File: config.mk
export PLATFORM = sky130hd
export DESIGN_NAME = time_set_ctrl
export DESIGN_NICKNAME = d
export VERILOG_FILES = /design/src/rtl/time_set_pkg.sv /design/src/rtl/time_set_ctrl_bcd2_updown.sv /design/src/rtl/time_set_ctrl.sv
export SDC_FILE = /design/constraint.sdc
export NUM_CORES = 1
export LEC_CHECK = 0
export CORE_ASPECT_RATIO = 2
export CORE_MARGIN = 3
export CORE_UTILIZATION = 55
export DETAILED_ROUTE_END_ITERATION = 7
export HOLD_SLACK_MARGIN = 0.12
export PLACE_DENSITY_LB_ADDON = 0.3
export SETUP_SLACK_MARGIN = 0.15
export SKIP_CTS_REPAIR_TIMING = 1
export SLEW_MARGIN = 20
export SYNTH_ARGS = -nofsm -noshare
export SYNTH_HDL_FRONTEND = slang
export SYNTH_SLANG_ARGS = --single-unit
File: constraint.sdc
create_clock -name clk -period 4.8 [get_ports clk]
set_input_delay 1.2 -clock clk [delete_from_list [all_inputs] [get_ports clk]]
set_output_delay 1.2 -clock clk [all_outputs]
set_load 0.01 [all_outputs]
File: src/rtl/time_set_pkg.sv
// Shared types and constants for the time-setting editor.
package time_set_pkg;

  // Editor states, walked in order IDLE -> ED_HR -> ED_MIN -> ED_SEC -> COMMIT.
  typedef enum logic [2:0] {
    IDLE,
    ED_HR,
    ED_MIN,
    ED_SEC,
    COMMIT
  } state_t;

  // Codes on field_sel telling the display mux which field to highlight.
  localparam logic [1:0] FS_NONE = 2'd0;
  localparam logic [1:0] FS_HR   = 2'd1;
  localparam logic [1:0] FS_MIN  = 2'd2;
  localparam logic [1:0] FS_SEC  = 2'd3;

  // Largest legal two-digit BCD value per field.
  localparam logic [7:0] HR_MAX = 8'h23;
  localparam logic [7:0] MS_MAX = 8'h59;

  // True in any of the three field-editing states.
  function automatic logic is_edit(input state_t s);
    return (s == ED_HR) || (s == ED_MIN) || (s == ED_SEC);
  endfunction

endpackage

File: src/rtl/time_set_ctrl_bcd2_updown.sv
// Two-digit BCD up/down stepper with wrap at max_val and forced 00 when the
// present value is outside 00..max_val. Purely combinational.
module bcd2_updown (
  input  logic [3:0] tens,
  input  logic [3:0] ones,
  input  logic [7:0] max_val,
  input  logic       inc,
  input  logic       dec,
  output logic [3:0] next_tens,
  output logic [3:0] next_ones
);

  logic in_range;

  // Digits are valid BCD, so the packed byte compares like the decimal value.
  assign in_range = (tens <= 4'd9) && (ones <= 4'd9) && ({tens, ones} <= max_val);

  // Step the value once; inc and dec together cancel out.
  always_comb begin
    // NOTE: every output gets a default first so no path through the
    // branches below can leave one unassigned and infer a latch.
    next_tens = tens;
    next_ones = ones;
    if (inc ^ dec) begin
      if (!in_range) begin
        next_tens = 4'd0;
        next_ones = 4'd0;
      end else if (inc) begin
        if ({tens, ones} == max_val) begin
          next_tens = 4'd0;
          next_ones = 4'd0;
        end else if (ones == 4'd9) begin
          next_tens = tens + 4'd1;
          next_ones = 4'd0;
        end else begin
          next_ones = ones + 4'd1;
        end
      end else begin
        if ({tens, ones} == 8'h00) begin
          next_tens = max_val[7:4];
          next_ones = max_val[3:0];
        end else if (ones == 4'd0) begin
          next_tens = tens - 4'd1;
          next_ones = 4'd9;
        end else begin
          next_ones = ones - 4'd1;
        end
      end
    end
  end

endmodule

File: src/rtl/time_set_ctrl.sv
// Button-driven time-setting editor: snapshots the live time, lets the user
// step hours/minutes/seconds with inc/dec, then issues a one-cycle commit.
// Optional feature: define TIME_SET_TIMEOUT_EN to abandon an idle edit after
// TIMEOUT_CYCLES cycles without any button activity.
module time_set_ctrl
  import time_set_pkg::*;
#(
  parameter logic [29:0] TIMEOUT_CYCLES = 30'd500_000_000,
  parameter int          BLINK_DIV      = 25
) (
  input  logic       clk,
  input  logic       rst_n,
  input  logic       btn_mode,
  input  logic       btn_inc,
  input  logic       btn_dec,
  input  logic [3:0] cur_ht,
  input  logic [3:0] cur_ho,
  input  logic [3:0] cur_mt,
  input  logic [3:0] cur_mo,
  input  logic [3:0] cur_st,
  input  logic [3:0] cur_so,
  output logic [3:0] set_ht,
  output logic [3:0] set_ho,
  output logic [3:0] set_mt,
  output logic [3:0] set_mo,
  output logic [3:0] set_st,
  output logic [3:0] set_so,
  output logic [1:0] field_sel,
  output logic       editing,
  output logic       blink,
  output logic       commit
);

  state_t state, state_next;

  logic [3:0] hr_t, hr_o, mn_t, mn_o, sc_t, sc_o;
  logic       step_req;
  logic       enter_edit;
  logic       timeout;
  logic [BLINK_DIV:0] blink_cnt;

  // Mode has priority over inc/dec; a lone inc or dec asks for a field step.
  assign step_req   = (btn_inc ^ btn_dec) & ~btn_mode;
  assign enter_edit = (state == IDLE) & btn_mode;

  bcd2_updown u_hr (
    .tens(set_ht), .ones(set_ho), .max_val(HR_MAX),
    .inc(btn_inc), .dec(btn_dec), .next_tens(hr_t), .next_ones(hr_o)
  );

  bcd2_updown u_min (
    .tens(set_mt), .ones(set_mo), .max_val(MS_MAX),
    .inc(btn_inc), .dec(btn_dec), .next_tens(mn_t), .next_ones(mn_o)
  );

  bcd2_updown u_sec (
    .tens(set_st), .ones(set_so), .max_val(MS_MAX),
    .inc(btn_inc), .dec(btn_dec), .next_tens(sc_t), .next_ones(sc_o)
  );

`ifdef TIME_SET_TIMEOUT_EN
  logic [29:0] tmo_cnt;
  logic        any_btn;

  assign any_btn = btn_mode | btn_inc | btn_dec;
  // The counter is 0 in the first edit cycle, so hitting TIMEOUT_CYCLES-1
  // means the field has sat untouched for TIMEOUT_CYCLES cycles.
  assign timeout = is_edit(state) && !any_btn && (tmo_cnt == TIMEOUT_CYCLES - 30'd1);

  // Inactivity counter: restarts on any press or state change, saturates.
  always_ff @(posedge clk or negedge rst_n) begin
    if (!rst_n) begin
      tmo_cnt <= '0;
    end else if (any_btn || (state_next != state)) begin
      tmo_cnt <= '0;
    end else if (tmo_cnt != '1) begin
      tmo_cnt <= tmo_cnt + 30'd1;
    end
  end
`else
  logic unused_timeout_cfg;

  assign unused_timeout_cfg = ^TIMEOUT_CYCLES;
  assign timeout            = 1'b0;
`endif

  // State register.
  always_ff @(posedge clk or negedge rst_n) begin
    // NOTE: sequential state uses non-blocking assignments so every register
    // samples the pre-edge values regardless of statement order.
    if (!rst_n) state <= IDLE;
    else        state <= state_next;
  end

  // Next-state logic and state-decoded outputs.
  always_comb begin
    state_next = state;
    field_sel  = FS_NONE;
    editing    = 1'b0;
    commit     = 1'b0;
    case (state)
      IDLE: begin
        if (btn_mode) state_next = ED_HR;
      end
      ED_HR: begin
        field_sel = FS_HR;
        editing   = 1'b1;
        if (btn_mode)     state_next = ED_MIN;
        else if (timeout) state_next = IDLE;
      end
      ED_MIN: begin
        field_sel = FS_MIN;
        editing   = 1'b1;
        if (btn_mode)     state_next = ED_SEC;
        else if (timeout) state_next = IDLE;
      end
      ED_SEC: begin
        field_sel = FS_SEC;
        editing   = 1'b1;
        if (btn_mode)     state_next = COMMIT;
        else if (timeout) state_next = IDLE;
      end
      COMMIT: begin
        commit     = 1'b1;
        state_next = IDLE;
      end
      default: state_next = IDLE;
    endcase
  end

  // Edit buffer: snapshot on entry, then step only the field being edited.
  always_ff @(posedge clk or negedge rst_n) begin
    // NOTE: these are six small registers, not a memory, so they take the
    // async reset; a reset mid-edit must leave the buffer cleared.
    if (!rst_n) begin
      {set_ht, set_ho, set_mt, set_mo, set_st, set_so} <= '0;
    end else begin
      case (state)
        IDLE: begin
          if (btn_mode) begin
            {set_ht, set_ho} <= {cur_ht, cur_ho};
            {set_mt, set_mo} <= {cur_mt, cur_mo};
            {set_st, set_so} <= {cur_st, cur_so};
          end
        end
        ED_HR:   if (step_req) {set_ht, set_ho} <= {hr_t, hr_o};
        ED_MIN:  if (step_req) {set_mt, set_mo} <= {mn_t, mn_o};
        ED_SEC:  if (step_req) {set_st, set_so} <= {sc_t, sc_o};
        default: ;
      endcase
    end
  end

  // Free-running blink counter, restarted on entry so blink phase is fixed.
  always_ff @(posedge clk or negedge rst_n) begin
    if (!rst_n)          blink_cnt <= '0;
    else if (enter_edit) blink_cnt <= '0;
    else                 blink_cnt <= blink_cnt + 1'b1;
  end

  assign blink = editing & blink_cnt[BLINK_DIV];

endmodule

==> results.yml, run 1 <==
grt:
  grt_remaining_overflow: 0
  track_usage: 0.2373
  grt_max_degree: 39
  grt_pass1_vias: 3385
  antenna_found_initial: 0
  grt_pass1_wl_um: 15070
cells_and_area:
  final-seq-area_mm2: 0.001326
  drive_above_1_share: 0.07143
  diodes: 0
  syn_to_final_growth_pct: 19.21
  stdcell_count: 578
  multiInputGateArea_mm2: 0.002260
  post-route-util: 0.6803
  n_fill_cell: 593
  nets: 535
logic_synthesis:
  syn_avg_cell_area_um2: 8.530
  synth_top_area_share: 0.3510
  netlist_area_mm2: 0.003779
  synth-async-reset-ratio: 1.000
  synth.largest_area_cell: "dfrtp_1"
  ys_top_cells_by_area: "dfrtp_1, ha_1, nor2_1"
  synth_common_cells: "nor2_1, dfrtp_1, nand2_1"
  ys_types: 71
  yosysSeqAreaShare: 0.3510
  ys_ff_latch: 53
  synth_ff_type: "dfrtp_1"
  synth.most_common_cell: "nor2_1"
  synth_edf_count: 0
  yosys_warnings: 0
  synth_nets: 489
  synthesis.instances: 443
pwr:
  cellPowerDensity_mw_per_mm2: 564.3
  peakVddDrop_v: 0.0003939
  leakagePower_nw: 1.877
worst_hold_path:
  min_from: "blink_cnt[0]"
  min_path_type: "reg2reg"
  min_to: "blink_cnt[0]"
  whs_path_depth: 1
worst_setup_path:
  end_kind: "flop"
  path_max_fanout: 10
  r2r_slack_ns: 2.06
  crit_path_start_kind: "input port"
  reg2regPathDepth: 8
  r2r_start: "set_st[1]"
  r2r-end: "set_st[3]"
  cp.arrival_ns: 3.66
  worstSetupPathType: "in2reg"
  cp.required_ns: 4.98
placement:
  io_buffers: 57
  place_congestion: 0.8667
  dp_hpwl_um: 6643
  placed_cells: 570
cts:
  htree_levels: 2
  cts_sinks: 53
  clockRootBuffer: "clkbuf_16"
  clk_pin_slew_worst_paths_ns: 0.07
  clock_path_buffers: 2
  numCtsBuffers: 5
  cts_tree: "done"
  clk_latency_ns: 0.30
detailed_routing:
  dr.pass1.iters: 4
  drtAntennaViolNets: 0
  drc: 0
  vias: 3454
  drt_wl_total_um: 8972
  avgViaCountPerCell: 5.976
  wl_per_cell_um: 15.52
  drt_iter0_markers: 250
floorplan:
  die_w_um: 64.61
  die_y_um: 123.2
  die_area_mm2: 0.007961
  pin_count: 58
  start_util: 0.5707
  core_mm2: 0.006621
  rows: 42
sta:
  rsz0062_at_grt: "false"
  tns_ns: 0
  finClkSkew_ns: 0.007896
  hold_viol: 0
  relSlewSlack: 0.5402
  period_needed_ns: 3.478
  setup_viol: 0
  tightestPinTransition_ns: 0.6836
  maxSlewViolCount: 0
  fin_crit_sh: 0.7245
  holdWs_ns: 0.5276
  fmax_mhz: 287.5
run:
  cap_violations: 0
status:
  run_status: "finished, final reports clean"
stage by stage:
stage	power (W)	instance area (um^2)	setup WS (ns)
after detailed placement	0.002170	4352	1.067
after global placement	0.002129	4352	1.122
after floorplan	0.001728	3779	2.075
after CTS	0.002554	4504	1.356
after global routing	0.002744	4504	1.090
final	0.002542	4504	1.322
area by class of cell:
cell class | instances | area share
clock inverter | 2 | 0.003056
sequential | 53 | 0.2944
multi-input combinational | 353 | 0.5017
timing repair buffer | 62 | 0.1339
clock buffer | 6 | 0.03083
inverter | 14 | 0.01167
tap | 88 | 0.02444
cells in the final DEF (no fill, tap or decap), drive strengths merged, types with 3 or more instances in the layout:
cell type,instances
clkbuf,6
ha,17
nand4,4
a32oi,3
nand3,23
and2,4
xnor2,16
o21ai,22
or3,4
nor2,56
and3,7
clkdlybuf4s50,56
dfrtp,53
mux2i,4
nand2b,5
a21boi,3
a22oi,15
o211ai,3
nor3,11
or2,4
o21bai,3
buf,6
nor4,4
nand2,43
nor3b,4
a21oi,31
inv,14
a31oi,3
o22ai,3
xor2,14
nor2b,6
o31ai,7
registers in the layout, indices dropped and copies added (netlist names):
signal,flops
blink_cnt,26
set_ho,4
set_ht,4
set_mo,4
set_mt,4
set_so,4
set_st,4
state,3
how the worst max path moves through the flow:
stage | startpoint | end | cells past startpoint
after floorplan | btn_inc | set_mt[3] | 7
after global placement | btn_mode | set_mt[3] | 8
after detailed placement | btn_mode | set_mt[3] | 8
after CTS | btn_mode | set_mt[3] | 8
after global routing | btn_mode | set_ht[3] | 8
final | btn_mode | set_mt[3] | 8
critical path: stages:
cell             delay, ns
clkdlybuf4s50_1       0.56
nor3b_1               0.28
nor2b_1               0.46
buf_4                 0.26
o21bai_4              0.19
a21boi_2              0.36
o31ai_1               0.13
a22o_2                0.22
power breakdown:
| group | internal (W) | switching, W |
|---|---|---|
| clock | 0.000208 | 0.000162 |
| combinational | 0.000647 | 0.000645 |
| sequential | 0.000578 | 0.000303 |
| total | 0.00143 | 0.00111 |
metal layers:
layer	wire (um)	global-route usage	vias to the layer above
met4	187	0.09536	0
met5	0	0	-
met2	5036	0.4501	83
met1	3465	0.2590	1687
li1	-	-	1669
met3	283	0.03364	15
logic make-up (layout without fill, tap and decap cells):
family | Yosys count | count (layout) | synth area share
xor+xnor | 30 | 30 | 0.06954
simple gates | 190 | 190 | 0.2566
flops | 53 | 53 | 0.3510
buf+inv | 37 | 84 | 0.05099
compound gates | 112 | 112 | 0.2050
mux | 4 | 4 | 0.01060
fa+ha+maj | 17 | 17 | 0.05629
No activity file was read; power rests on OpenSTA's default activity.
==> run 2: changes to the inputs <==
- clock period: 4.8 -> 3.28 ns (I/O delays scaled with it)
==> run 2 against run 1 <==
  * Cell count increased by 0.52%
  * Critical path depth down 4
  * Sequential power up 46%
  * Clock skew hardly changed
  * Cell area increased by 0.47%
  * Largest power group unchanged
==> results.yml, run 2 (synthesis results as in run 1) <==
floorplan:
  start_util: 0.5707
  die_area_mm2: 0.007961
  die_w_um: 64.61
  core_mm2: 0.006621
  die_y_um: 123.2
  rows: 42
  pin_count: 58
detailed_routing:
  wl_per_cell_um: 15.87
  dr.pass1.iters: 5
  drt_wl_total_um: 9219
  avgViaCountPerCell: 5.971
  vias: 3469
  drtAntennaViolNets: 0
  drt_iter0_markers: 277
  drc: 0
cts:
  cts_sinks: 53
  clk_pin_slew_worst_paths_ns: 0.08
  clk_latency_ns: 0.30
  clockRootBuffer: "clkbuf_16"
  numCtsBuffers: 5
  clock_path_buffers: 2
  cts_tree: "done"
  htree_levels: 2
cells_and_area:
  drive_above_1_share: 0.07708
  largest_reg_flops: 26
  regMostFlops: "blink_cnt"
  diodes: 0
  syn_to_final_growth_pct: 19.77
  nets: 538
  most-common-layout-cells: "nor2_1, clkdlybuf4s50_1, dfrtp_1"
worst_setup_path:
  critical_path.top_delay_family: "simple AND/OR/NAND/NOR gates"
  cp.required_ns: 2.46
  end_kind: "primary output"
  worstSetupPathType: "reg2out"
  r2r_slack_ns: 0.63
  reg2regPathDepth: 8
  r2r-end: "set_st[3]"
  critPathLaunch: "state[0]"
  crit_path_end: "blink"
  crit_path_start_kind: "flop"
  path_max_fanout: 11
  path_cells: "or3b_4 > nand2b_1 > and2_1 > clkdlybuf4s50_1"
  max_stage_delay_ns: 0.54
  crit_slowest_cell: "or3b_4"
  r2r_start: "set_st[1]"
  cp_num_cells: 4
  cp.arrival_ns: 2.14
  worst-path-buf-inv: 1
sta:
  period_needed_ns: 2.964
  maxSlewViolCount: 0
  finClkSkew_ns: 0.007436
  rsz0062_at_grt: "false"
  hold_viol: 0
  tns_ns: 0
  fin_crit_sh: 0.9037
  relSlewSlack: 0.5551
  setup_viol: 0
  holdWs_ns: 0.5275
  fmax_mhz: 337.4
  tightestPinTransition_ns: 0.6674
worst_hold_path:
  whs_path_depth: 1
  min_path_type: "reg2reg"
grt:
  track_usage: 0.2454
  grt_max_degree: 54
  grt_remaining_overflow: 0
  grt_pass1_vias: 3423
  antenna_found_initial: 0
  grt_pass1_wl_um: 15570
status:
  run_status: "finished, final reports clean"
placement:
  dp_hpwl_um: 6913
  place_congestion: 0.9121
  io_buffers: 57
run:
  cap_violations: 0
pwr:
  peakVddDrop_v: 0.0005616
  cellPowerDensity_mw_per_mm2: 829.7
  p_total_w: 0.003755
  leakagePower_nw: 1.888
[run 2: cell count changes in the layout (fill, tap and decap cells not counted), sizes merged]
cell    previous run  this run
buf                6         9
clkbuf             6         5
inv               14        15
[run 2: how the worst min path moves through the flow]
stage	start	endpoint	slack, ns
floorplan	blink_cnt[0]	blink_cnt[0]	0.48
global placement	blink_cnt[0]	blink_cnt[0]	0.51
detailed placement	blink_cnt[0]	blink_cnt[0]	0.52
CTS	blink_cnt[0]	blink_cnt[0]	0.53
global route	blink_cnt[0]	blink_cnt[0]	0.54
finish	blink_cnt[0]	blink_cnt[0]	0.53
[run 2: power breakdown]
group	internal (W)	switching, W	total (W)	leakage (nW)
Clock	0.000289	0.000261	0.000550	0.0744
Sequential	0.000845	0.000446	0.00129	0.675
Combinational	0.000955	0.000958	0.00191	1.14
Total	0.00209	0.00167	0.00375	1.89
[run 2: metal layers]
layer / vias to the layer above / track usage / wire (um)
met4: 0 / 0.1073 / 218
li1: 1680 / - / -
met3: 18 / 0.03091 / 265
met2: 86 / 0.4579 / 5112
met1: 1685 / 0.2733 / 3623
met5: - / 0 / 0
[run 2: layout make-up]
cell class                      count  area (um^2)
Multi-Input combinational cell    353         2260
Fill cell                         589         2096
Sequential cell                    53         1326
Timing Repair Buffer               65        625.6
Clock buffer                        5        125.1
Tap cell                           88        110.1
Inverter                           14        52.55
Clock inverter                      3        26.28
[run 2: metrics by stage]
| step | worst slack, ns | util | cell area [um^2] | instances |
|---|---|---|---|---|
| after detailed placement | 0.2742 | 0.6606 | 4374 | 573 |
| after CTS | 0.3039 | 0.6835 | 4526 | 581 |
| after floorplan | 0.9347 | - | 3779 | 443 |
| final | 0.3158 | 0.6835 | 4526 | 581 |
| after global placement | 0.3647 | 0.6606 | 4374 | 573 |
| after global routing | 0.2279 | 0.6835 | 4526 | 581 |
[run 2: worst reg2reg max path: stages (launching register included)]
cell and delay (ns):
dfrtp_1 0.45, inv_1 0.14, ha_1 0.22, nor4bb_1 0.43, nand3_1 0.15, a21oi_1 0.53, a21oi_1 0.33, o31a_1 0.19
o2bb2ai_1 0.15
